==> src/rtl/div32_pkg.sv <==
// Shared types and constants for the sequential restoring divider.
package div32_pkg;

    localparam int DIV_WIDTH = 32;

    typedef enum logic [2:0] {
        IDLE,
        ZERO,
        CALC,
        SIGN,
        DONE
    } state_t;

    localparam logic [DIV_WIDTH-1:0] DIV0_QUOT = '1;
    localparam logic [DIV_WIDTH-1:0] INT_MIN   = {1'b1, {(DIV_WIDTH-1){1'b0}}};

endpackage

==> src/rtl/div32_if.sv <==
// Start/done handshake and operand/result bundle between the execute path and the divider.
interface div32_if #(
    parameter int WIDTH = 32
);
    logic             start;
    logic             signed_op;
    logic [WIDTH-1:0] dividend;
    logic [WIDTH-1:0] divisor;
    logic             busy;
    logic             done;
    logic [WIDTH-1:0] quotient;
    logic [WIDTH-1:0] remainder;
    logic             div_by_zero;
    logic             overflow;

    modport master (
        output start, signed_op, dividend, divisor,
        input  busy, done, quotient, remainder, div_by_zero, overflow
    );

    modport slave (
        input  start, signed_op, dividend, divisor,
        output busy, done, quotient, remainder, div_by_zero, overflow
    );
endinterface

==> src/rtl/div32_step.sv <==
// One restoring-division iteration: shift {rem,q} left and try to subtract the divisor.
module div32_step #(
    parameter int WIDTH = 32
) (
    input  logic [WIDTH-1:0] i_rem,
    input  logic [WIDTH-1:0] i_q,
    input  logic [WIDTH-1:0] i_dvs,
    output logic [WIDTH-1:0] o_rem,
    output logic [WIDTH-1:0] o_q
);
    logic [WIDTH:0] w_shift;
    logic [WIDTH:0] w_diff;
    logic           w_restore;

    // The shifted remainder is below 2*divisor, so the top difference bit alone flags a negative trial.
    assign w_shift   = {i_rem, i_q[WIDTH-1]};
    assign w_diff    = w_shift - {1'b0, i_dvs};
    assign w_restore = w_diff[WIDTH];

    assign o_rem = w_restore ? w_shift[WIDTH-1:0] : w_diff[WIDTH-1:0];
    assign o_q   = {i_q[WIDTH-2:0], ~w_restore};
endmodule

==> src/rtl/div32_seq.sv <==
// Sequential radix-2 restoring divider, one quotient bit per cycle, start/done handshake.
// Signed support is built only when DIV32_SIGNED_EN is defined; otherwise every divide is unsigned.
module div32_seq
    import div32_pkg::*;
#(
    parameter int WIDTH = DIV_WIDTH
) (
    input  logic   clk,
    input  logic   rst,
    div32_if.slave bus
);
    localparam int CNT_W = $clog2(WIDTH);

    state_t           r_state;
    state_t           w_next;
    logic             w_accept;
    logic [CNT_W-1:0] r_count;
    logic [WIDTH-1:0] r_rem;
    logic [WIDTH-1:0] r_q;
    logic [WIDTH-1:0] r_dvs;
    logic [WIDTH-1:0] w_rem_nx;
    logic [WIDTH-1:0] w_q_nx;
    logic [WIDTH-1:0] w_dvd_mag;
    logic [WIDTH-1:0] w_dvs_mag;
    logic [WIDTH-1:0] w_quot_fin;
    logic [WIDTH-1:0] w_rem_fin;
    logic             w_ovf_fin;
    logic [WIDTH-1:0] r_quot;
    logic [WIDTH-1:0] r_remo;
    logic             r_dbz;
    logic             r_ovf_o;

`ifdef DIV32_SIGNED_EN
    logic r_qneg;
    logic r_rneg;
    logic r_ovf;
    logic w_sop;
    logic w_ovf;

    function automatic logic [WIDTH-1:0] neg_if(input logic [WIDTH-1:0] v, input logic n);
        return n ? ((~v) + WIDTH'(1)) : v;
    endfunction

    assign w_sop     = bus.signed_op;
    assign w_dvd_mag = neg_if(bus.dividend, w_sop & bus.dividend[WIDTH-1]);
    assign w_dvs_mag = neg_if(bus.divisor,  w_sop & bus.divisor[WIDTH-1]);
    // INT_MIN / -1 falls out of the magnitude path as 2^(WIDTH-1); only the flag needs detecting.
    assign w_ovf     = w_sop && (bus.dividend == INT_MIN) && (bus.divisor == DIV0_QUOT);

    always_ff @(posedge clk) begin
        if (w_accept) begin
            r_qneg <= w_sop & (bus.dividend[WIDTH-1] ^ bus.divisor[WIDTH-1]);
            r_rneg <= w_sop & bus.dividend[WIDTH-1];
            r_ovf  <= w_ovf;
        end
    end

    assign w_quot_fin = neg_if(r_q, r_qneg);
    assign w_rem_fin  = neg_if(r_rem, r_rneg);
    assign w_ovf_fin  = r_ovf;
`else
    logic w_unused_signed;

    assign w_unused_signed = bus.signed_op;
    assign w_dvd_mag       = bus.dividend;
    assign w_dvs_mag       = bus.divisor;
    assign w_quot_fin      = r_q;
    assign w_rem_fin       = r_rem;
    assign w_ovf_fin       = 1'b0;
`endif

    div32_step #(.WIDTH(WIDTH)) u_step (
        .i_rem (r_rem),
        .i_q   (r_q),
        .i_dvs (r_dvs),
        .o_rem (w_rem_nx),
        .o_q   (w_q_nx)
    );

    always_ff @(posedge clk) begin
        if (rst) begin
            r_state <= IDLE;
        end else begin
            r_state <= w_next;
        end
    end

    always_comb begin
        w_next   = r_state;
        w_accept = 1'b0;
        unique case (r_state)
            IDLE: begin
                if (bus.start) begin
                    w_accept = 1'b1;
                    w_next   = (bus.divisor == '0) ? ZERO : CALC;
                end
            end
            ZERO:    w_next = DONE;
            CALC:    if (r_count == '0) w_next = SIGN;
            SIGN:    w_next = DONE;
            DONE:    w_next = IDLE;
            default: w_next = IDLE;
        endcase
    end

    // For a zero divisor r_q carries the raw dividend so ZERO can return it untouched.
    always_ff @(posedge clk) begin
        if (w_accept) begin
            r_rem   <= '0;
            r_q     <= (bus.divisor == '0) ? bus.dividend : w_dvd_mag;
            r_dvs   <= w_dvs_mag;
            r_count <= CNT_W'(WIDTH - 1);
        end else if (r_state == CALC) begin
            r_rem   <= w_rem_nx;
            r_q     <= w_q_nx;
            r_count <= r_count - CNT_W'(1);
        end
    end

    always_ff @(posedge clk) begin
        if (rst) begin
            r_quot  <= '0;
            r_remo  <= '0;
            r_dbz   <= 1'b0;
            r_ovf_o <= 1'b0;
        end else if (r_state == ZERO) begin
            r_quot  <= DIV0_QUOT;
            r_remo  <= r_q;
            r_dbz   <= 1'b1;
            r_ovf_o <= 1'b0;
        end else if (r_state == SIGN) begin
            r_quot  <= w_quot_fin;
            r_remo  <= w_rem_fin;
            r_dbz   <= 1'b0;
            r_ovf_o <= w_ovf_fin;
        end
    end

    assign bus.busy        = (r_state == ZERO) || (r_state == CALC) || (r_state == SIGN);
    assign bus.done        = (r_state == DONE);
    assign bus.quotient    = r_quot;
    assign bus.remainder   = r_remo;
    assign bus.div_by_zero = r_dbz;
    assign bus.overflow    = r_ovf_o;
endmodule

==> src/flat_wrapper.sv <==
// flat-port wrapper written by rule: the top's interface ports become plain ports
module div32_seq_flat import div32_pkg::*;
#(
    parameter int WIDTH = DIV_WIDTH
)
  (clk, rst, bus_start, bus_signed_op, bus_dividend, bus_divisor, bus_busy, bus_done, bus_quotient, bus_remainder, bus_div_by_zero, bus_overflow);
  div32_if #(.WIDTH(WIDTH)) bus_i ();
  input  logic clk;
  input  logic rst;
  input wire logic [$bits(bus_i.start)-1:0] bus_start;
  input wire logic [$bits(bus_i.signed_op)-1:0] bus_signed_op;
  input wire logic [$bits(bus_i.dividend)-1:0] bus_dividend;
  input wire logic [$bits(bus_i.divisor)-1:0] bus_divisor;
  output wire logic [$bits(bus_i.busy)-1:0] bus_busy;
  output wire logic [$bits(bus_i.done)-1:0] bus_done;
  output wire logic [$bits(bus_i.quotient)-1:0] bus_quotient;
  output wire logic [$bits(bus_i.remainder)-1:0] bus_remainder;
  output wire logic [$bits(bus_i.div_by_zero)-1:0] bus_div_by_zero;
  output wire logic [$bits(bus_i.overflow)-1:0] bus_overflow;
  assign bus_i.start = bus_start;
  assign bus_i.signed_op = bus_signed_op;
  assign bus_i.dividend = bus_dividend;
  assign bus_i.divisor = bus_divisor;
  assign bus_busy = bus_i.busy;
  assign bus_done = bus_i.done;
  assign bus_quotient = bus_i.quotient;
  assign bus_remainder = bus_i.remainder;
  assign bus_div_by_zero = bus_i.div_by_zero;
  assign bus_overflow = bus_i.overflow;
  div32_seq #(.WIDTH(WIDTH)) u_core (.clk(clk), .rst(rst), .bus(bus_i));
endmodule
==> config.mk <==
export PLATFORM = sky130hd
export DESIGN_NAME = div32_seq_flat
export DESIGN_NICKNAME = d
export VERILOG_FILES = /design/src/rtl/div32_pkg.sv /design/src/rtl/div32_if.sv /design/src/rtl/div32_step.sv /design/src/rtl/div32_seq.sv /design/src/flat_wrapper.sv
export SDC_FILE = /design/constraint.sdc
export NUM_CORES = 1
export LEC_CHECK = 0
export CAP_MARGIN = 20
export CORE_MARGIN = 2
export CORE_UTILIZATION = 32
export CTS_BUF_LIST = sky130_fd_sc_hd__clkbuf_8
export DETAILED_ROUTE_END_ITERATION = 10
export PLACE_DENSITY = 0.59
export SYNTH_ARGS = -nofsm -noshare
export SYNTH_HDL_FRONTEND = slang
export SYNTH_HIERARCHICAL = 1
export SYNTH_SLANG_ARGS = --single-unit
export TNS_END_PERCENT = 50
==> constraint.sdc <==
create_clock -name clk -period 7.49 [get_ports clk]
set_input_delay 1.498 -clock clk [delete_from_list [all_inputs] [get_ports clk]]
set_output_delay 1.498 -clock clk [all_outputs]
set_load 0.005 [all_outputs]
* Word level (Yosys, flattened, before mapping) *
Cells that the tools add are included.

word-level totals
  input bits = 68
  logic and storage cells = 41
  register bits = 169
  output and inout port bits = 68

cells by class
  add/sub/neg operators = 2
  multiplexer cells = 15
  bitwise operators = 1
  equality and inequality tests = 6
  reductions and logical operators = 9

operators with widths
  operator               number
  $mux W32               7
  $sub A33 B32 Y33       1
  $logic_not A32 Y1      1
  $pmux W3 S3            1
  $eq A3 B2 Y1 const B   2
  $mux W3                2
  $logic_not A5 Y1       1
  $sub A5 B1 Y5 const B  1
  $mux W1                4
  $reduce_bool A2 Y1     2
  $eq A3 B1 Y1 const B   1
  $eq A3 B3 Y1 const B   1
  $logic_not A3 Y1       1
  $logic_or A1 B1 Y1     2
  $mux W2                1
  $ne A2 B1 Y1 const B   1
  $ne A2 B2 Y1 const B   1
  $reduce_and A2 Y1      1
  $reduce_or A2 Y1       1
  $not A1 Y1             1

* Logic depth before layout (Yosys ltp) *
Gate-level depths: netlist of the first run.

  depth after elaboration = 4
  gate-level depth with buffers = 17
  mapped depth without buffers = 15

* Cells and area by module *
Netlist of the first run, hierarchy kept.

by module, submodules not included
  module      seq. area each (um^2)  times used  area an instance (um^2)  cells an instance
  div32_seq   4023.9                 1           6593.8                   652
  div32_step  0.0                    1           2591.2                   336

* Worst setup path before layout of the first run *
Ideal clock, no wire load.

  path type = reg-to-reg
  start point = reg u_core.r_q[31]
  end point = reg u_core.r_rem[8]
  required time = 7.338 ns
  period minus slack after synthesis = 3.383 ns
  cell stages (with the launch flop) = 18
  arrival = 3.231 ns
  library setup time = 0.152 ns
  slack = 4.107 ns
  path buffers = 2
  path through = edfxtp_1 inv_1 ha_1 fa_1 and2b_2 o2111ai_2 a21oi_2 o2111ai_1 a211oi_2 nor2_4 mux2i_4 and2_4 buf_12 inv_8 buf_12 mux2_4 nand2_1 a21oi_1

on the way
  longest elaborated chain between the ends = 2

RTL lines
  what                    RTL line          text
  start, declared         div32_seq.sv:19   logic [WIDTH-1:0] r_q;
  start signal, assigned  div32_seq.sv:110  r_q <= (bus.divisor == '0) ? bus.dividend : w_dvd_mag;
  start signal, assigned  div32_seq.sv:115  r_q <= w_q_nx;
  $sub A33 B32 Y33        div32_step.sv:17  assign w_diff = w_shift - {1'b0, i_dvs};
  $mux W32                div32_step.sv:20  assign o_rem = w_restore ? w_shift[WIDTH-1:0] : w_diff[WIDTH-1:0];
  net u_core.w_rem_nx[8]  div32_seq.sv:21   logic [WIDTH-1:0] w_rem_nx;
  end signal, assigned    div32_seq.sv:114  r_rem <= w_rem_nx;
  end, declared           div32_seq.sv:18   logic [WIDTH-1:0] r_rem;

The timed path passes the listed nets, and every way through them passes these cells.
A chain may end at the register's enable or synchronous reset.

* Worst setup path in the final report of the first run *
  start point = reg u_core.r_q[31]
  end point = reg u_core.r_rem[16]

Same word-level chain as after synthesis.

==> flow_metrics.tcl, run 1 <==
set metrics [dict create \
    worstPathCellList "inv_1, ha_1, fa_1, and2b_2, o2111ai_2, a21oi_2, o2111ai_1, a211oi_2, nor2_4, mux2i_4, and2_4, inv_8, mux2_4, nand2_1, a21oi_1" \
    worstPathArrival_ns 4.31 \
    cts_max_level 4 \
    netlist-cell-type-count 70 \
    cp_max_fo 24 \
    r2r_end "u_core/r_rem[16]" \
    cp.depth 15 \
    cts_root_buf "clkbuf_8" \
    reg2reg_from "u_core/r_q[31]" \
    areaGrowthSynthToFinish_pct 17.7 \
    wl_met3_mm 1.06 \
    min_period_ns 4.00 \
    worst-path-buf-inv 2 \
    setup_viol 0 \
    ir_drop_mv 0.197 \
    worst_slew_pin_slew_ns 1.05 \
    initial_core_util 0.323 \
    finalWeightedCongestion 0.793 \
    tritoncts "done" \
    synth_nets 1091 \
    min_to "u_core/bus.quotient[21]" \
    die_x_um 173 \
    synth_seq_area_share 0.438 \
    numCtsBuffers 17 \
    ys_ff_latch 169 \
    post_cts_resized 0 \
    drtAntennaViolNets 0 \
    grt_setup_unrepaired "false" \
    antenna_found_initial 0 \
    hold_buffers 0 \
    hpwl_mm 16.3 \
    row_count 62 \
    cp_slowest_cell "edfxtp_1" \
    slew_headroom 0.298 \
    hold_depth 2 \
    crit_start "u_core/r_q[31]" \
    finalHoldViolations 0 \
    cp-start-kind "flip-flop" \
    power_density_nw_per_um2 324 \
    reg2reg_slack_ns 3.49 \
    path_delay_family "compound AO/OA/AOI/OAI gates" \
    finClkSkew_ns 0.0170 \
    dieArea_um2 30100 \
    netlist_area_um2 9190 \
    wl_met1_mm 11.8 \
    drv_cap 0 \
    timing.setup.tns_ns 0 \
    leakagePower_nw 4.29 \
    final_cell_mix "184 x nand2_1, 132 x clkdlybuf4s50_1, 104 x dfxtp_1" \
    viasPerCell 4.81 \
    power.total_mw 3.51 \
    die_y_um 173 \
    synthArstFlopShare 0 \
    clk_pin_slew_worst_paths_ns 0.08 \
    cts_sinks 169 \
    grt_max_degree 84 \
    wl_per_cell_um 15.5 \
    slew_viol_final 0 \
    io_buffers 133 \
    via_count 6999 \
    hold_class "reg -> reg" \
    antennaDiodeCount 0 \
    crit_type "reg -> reg" \
    critPathCaptureType "flip-flop" \
    detail_route.drc_violations 0 \
    clock.fmax_mhz 250 \
    met2_length_mm 9.54 \
    max_stage_delay_ns 0.53 \
    synthFlopType "dfxtp_1" \
    synth_edf_count 64 \
    drive_gt1_frac 0.0832 \
    grt_pass1_vias 6738 \
    final.period_utilization 0.535 \
    outcome "finished clean" \
    layout.nets 1160 \
    hold_start "u_core/bus.quotient[21]" \
    grt_pass1_wl_mm 36.6 \
    totalWireLength_mm 22.6 \
    clk_latency_ns 0.46 \
    cts_setup_buffers 0 \
    netlist_instances 988 \
    synth_area_per_cell_um2 9.30 \
    core_um2 28500 \
    r2r_cells 15 \
    top_layer "met4" \
    io_pins 136 \
    required_ns 7.79 \
    ys_warn_count 6 \
    track_usage 0.152 \
    layout_commonest_cell "nand2_1" \
    drt_first_iter_violations 461 \
    clockBufferDepth 2 \
    grt-ovfl-total 0 \
    dr.pass1.iters 4 \
]
[through the flow]
| step | cells | worst slack, ns | hold slack, ns | util | area (µm²) |
|---|---|---|---|---|---|
| floorplan | 988 | 4.11 | 0.451 | - | 9190 |
| global placement | 1422 | 3.49 | 0.467 | 0.367 | 10500 |
| detailed placement | 1422 | 3.43 | 0.477 | 0.367 | 10500 |
| CTS | 1454 | 3.43 | 0.506 | 0.380 | 10800 |
| global route | 1454 | 3.28 | 0.525 | 0.380 | 10800 |
| finish | 1454 | 3.49 | 0.501 | 0.380 | 10800 |
[worst register-to-register path, delay by kind of cell, from the launching register on]
kind                       cells  cell delay (ns)
AOI/OAI and AO/OA              5             0.98
adders and majority gates      2             0.64
buffers and inverters          2             0.22
DFF                            1             0.53
muxes                          2             0.74
and+or+nand+nor                4             0.77
[cell families (layout without fill, tap and decap cells)]
group,after synthesis,in the layout,synth area share
simple gates,335,335,0.160
compound gates,202,202,0.156
flops,169,169,0.438
buf+inv,160,242,0.0948
mux,57,57,0.0744
fa+ha+maj,35,35,0.0485
xor+xnor,29,29,0.0277
other cells,1,1,0.000408
[area by class of cell]
type | count | area, µm²
inverters | 70 | 272
fillers | 2931 | 17700
clock buffers | 19 | 262
flip-flops and latches | 169 | 4030
clock inverters | 13 | 92.6
repair buffers | 140 | 1380
multi-input cells | 659 | 4300
well taps | 384 | 480
[synth_stat cells (19+ instances only)]
library cell / count / area (µm²)
a311oi_1: 32 / 280
inv_1: 68 / 255
dfxtp_1: 105 / 2100
mux2_4: 19 / 285
ha_1: 34 / 425
nor2_1: 80 / 300
nand2_1: 184 / 691
a211oi_1: 27 / 203
a21oi_1: 58 / 290
buf_2: 28 / 140
mux2i_1: 33 / 330
edfxtp_1: 64 / 1920
buf_4: 42 / 315
[how the worst max path moves through the flow]
stage               slack [ns]                to
detailed placement        3.43  u_core/r_rem[16]
floorplan                 4.11   u_core/r_rem[8]
finish                    3.49  u_core/r_rem[16]
global route              3.28  u_core/r_rem[23]
global placement          3.49  u_core/r_rem[30]
CTS                       3.43  u_core/r_rem[16]
[routing by layer]
| metal | vias to the layer above | track usage |
|---|---|---|
| met5 | - | 0 |
| met4 | 0 | 0.0328 |
| met3 | 8 | 0.0357 |
| met2 | 158 | 0.227 |
| met1 | 3271 | 0.223 |
| li1 | 3562 | - |
[registers in the layout, summed over array words and instances, names as in the netlist]
name / count
u_core/r_count: 5
u_core/r_q: 32
u_core/bus.remainder: 32
u_core/bus.quotient: 32
u_core/r_dvs: 32
u_core/r_state: 3
u_core/bus.div_by_zero: 1
u_core/r_rem: 32
[report_power, final]
group          internal (mW)  switching (mW)
clock                  0.249           0.349
sequential              1.15           0.209
combinational          0.752           0.800
total                   2.15            1.36
Note: power is estimated with default switching activity, not from simulation.
==> inputs of run 2 (changes only) <==
--- a/config.mk
+++ b/config.mk
@@ -10,7 +10,7 @@
 export CORE_UTILIZATION = 32
 export CTS_BUF_LIST = sky130_fd_sc_hd__clkbuf_8
 export DETAILED_ROUTE_END_ITERATION = 10
-export PLACE_DENSITY = 0.59
+export PLACE_DENSITY = 0.61
 export SYNTH_ARGS = -nofsm -noshare
 export SYNTH_HDL_FRONTEND = slang
 export SYNTH_HIERARCHICAL = 1
==> constraint.sdc (replaced) <==
create_clock -name clk -period 3.3 [get_ports clk]
set_input_delay 0.66 -clock clk [delete_from_list [all_inputs] [get_ports clk]]
set_output_delay 0.66 -clock clk [all_outputs]
set_load 0.005 [all_outputs]
==> run 2 against run 1 <==
Net effect: sequential share of layout area shrank 0.97 points; clock-buffer cell count shrank 1; die area is the same; sequential power grew 120%; critical path depth is the same; total power grew 140%; combinational power grew to 2.5 times the previous value; clock power grew to 2.5 times the previous value; non-clock buffer count grew 17; core utilization grew 1.0 points; cell count grew 1.3%; critical endpoint is now u_core/r_rem[13]; highest routed layer unchanged.
==> flow_metrics.tcl, run 2 (synthesis gave the netlist of run 1 again) <==
set metrics [dict create \
    p_clk_frac 0.179 \
    clock.fmax_mhz 307 \
    slew_viol_final 0 \
    p_sw_frac 0.386 \
    layout.nets 1179 \
    worstPathArrival_ns 3.59 \
    cts_root_buf "clkbuf_8" \
    power.switching_mw 3.26 \
    antennaDiodeCount 0 \
    clockBufferDepth 2 \
    ir_drop_mv 0.421 \
    die_x_um 173 \
    setup_viol 0 \
    cp-start-kind "flip-flop" \
    grt_setup_unrepaired "true" \
    num-fill-cells 2860 \
    hold_class "reg -> reg" \
    numCtsBuffers 17 \
    cts_max_level 4 \
    finalHoldViolations 0 \
    clk_pin_slew_worst_paths_ns 0.09 \
    layout_commonest_cell "nand2_1" \
    finClkSkew_ns 0.0146 \
    critPathCaptureType "flip-flop" \
    dr.pass1.iters 5 \
    slew_headroom 0.577 \
    final.period_utilization 0.986 \
    reg2reg_from "u_core/r_q[31]" \
    dieArea_um2 30100 \
    tritoncts "done" \
    r2r_end "u_core/r_rem[13]" \
    crit_type "reg -> reg" \
    drt_first_iter_violations 518 \
    worst_slew_pin_slew_ns 0.635 \
    min_period_ns 3.25 \
    required_ns 3.64 \
    drive_gt1_frac 0.108 \
    track_usage 0.150 \
    cts_sinks 169 \
    drv_cap 0 \
    initial_core_util 0.323 \
    hpwl_mm 16.3 \
    wl_per_cell_um 15.3 \
    drtAntennaViolNets 0 \
    final_cell_mix "183 x nand2_1, 132 x clkdlybuf4s50_1, 104 x dfxtp_1" \
    row_count 62 \
    grt-ovfl-total 0 \
    clk_latency_ns 0.47 \
    r2r_cells 15 \
    io_pins 136 \
    instances_no_fill 1473 \
    io_buffers 133 \
    placed_cells 1438 \
    viasPerCell 4.79 \
    reg2reg_slack_ns 0.05 \
    grt_max_degree 132 \
    die_y_um 173 \
    outcome "finished clean" \
    leakagePower_nw 4.44 \
    power.total_mw 8.45 \
    totalWireLength_mm 22.6 \
    internal-power_mw 5.19 \
    areaGrowthSynthToFinish_pct 20.9 \
    hold_buffers 0 \
    seqPwrFrac 0.359 \
    detail_route.drc_violations 0 \
    core_um2 28500 \
    crit_start "u_core/r_q[31]" \
    endpoint "u_core/r_rem[13]" \
    grt_pass1_vias 6748 \
    grt_pass1_wl_mm 35.9 \
    power.share.combinational 0.463 \
    finalWeightedCongestion 0.845 \
    power_density_nw_per_um2 761 \
    via_count 7049 \
    cp_max_fo 12 \
    antenna_found_initial 0 \
]
[run 2: changes by cell type in the layout (fill, tap and decap cells not counted), sizes merged]
cell / previous run / this run
buf: 8 / 25
bufinv: 0 / 2
clkinvlp: 3 / 1
inv: 77 / 79
clkbuf: 19 / 18
clkinv: 3 / 4
[run 2: per-stage QoR]
step | setup TNS [ns] | utilization | setup slack, ns | hold slack (ns) | cell area, µm²
6_report | 0 | 0.390 | 0.0461 | 0.496 | 11100
5_1_grt | -1.02 | 0.390 | -0.0673 | 0.519 | 11100
4_1_cts | 0 | 0.388 | 0.000449 | 0.500 | 11000
3_5_place_dp | -0.0446 | 0.374 | -0.0149 | 0.472 | 10600
3_3_place_gp | 0 | 0.374 | 0.00281 | 0.468 | 10600
2_1_floorplan | 0 | - | 0.0158 | 0.451 | 9190
[run 2: critical path, cell delays in order (launching register included)]
cell       delay, ns
edfxtp_1        0.37
inv_1           0.06
ha_2            0.19
fa_2            0.34
and2b_2         0.23
o2111ai_2       0.12
a21oi_2         0.22
o2111ai_2       0.17
a211oi_2        0.32
nor2_4          0.08
mux2i_4         0.19
and2_4          0.26
inv_8           0.15
mux2_4          0.31
nand2_1         0.05
a21oi_1         0.06
[run 2: area by class of cell]
type / count / area [µm²] / share of cell area
well taps: 384 / 480 / 0.0433
repair buffers: 157 / 1560 / 0.141
flip-flops and latches: 169 / 4030 / 0.363
clock inverters: 14 / 145 / 0.0131
clock buffers: 18 / 248 / 0.0223
multi-input cells: 659 / 4340 / 0.391
inverters: 70 / 277 / 0.0249
repair inverters: 2 / 20.0 / 0.00180
[run 2: worst min path at each step]
stage / startpoint / to / slack, ns / depth (start not counted)
floorplan: u_core/r_count[4] / u_core/r_count[4] / 0.45 / 2
global placement: u_core/r_count[4] / u_core/r_count[4] / 0.47 / 2
detailed placement: u_core/r_count[4] / u_core/r_count[4] / 0.47 / 2
CTS: u_core/r_count[4] / u_core/r_count[4] / 0.50 / 2
global route: u_core/bus.remainder[19] / u_core/bus.remainder[19] / 0.52 / 2
finish: u_core/r_count[4] / u_core/r_count[4] / 0.50 / 2
[run 2: power by group through the flow]
| stage | registers [mW] | logic, mW | clock network (mW) |
|---|---|---|---|
| floorplan | 2.89 | 3.19 | 0 |
| global placement | 3.08 | 3.64 | 0 |
| detailed placement | 3.08 | 3.67 | 0 |
| global route | 3.09 | 4.29 | 1.62 |
| CTS | 3.03 | 3.71 | 1.55 |
| finish | 3.03 | 3.91 | 1.51 |
[run 2: layer usage]
| metal | wire length, µm | GRT usage | part of all wire | vias to the layer above |
|---|---|---|---|---|
| li1 | - | - | - | 3608 |
| met1 | 11800 | 0.221 | 0.52 | 3288 |
| met2 | 9650 | 0.223 | 0.43 | 142 |
| met3 | 926 | 0.0314 | 0.041 | 11 |
| met4 | 194 | 0.0350 | 0.0086 | 0 |
| met5 | 0 | 0 | 0 | - |
[run 2: timing repair]
| item | in CTS | in global routing |
|---|---|---|
| endpoints found under the setup margin | 4 | 28 |
| pin swaps | 0 | 3 |
| buffers inserted | 0 | 1 |
| endpoints found under the hold margin | 0 | 0 |
| gates cloned | 0 | 2 |
| gates resized for setup | 1 | 16 |
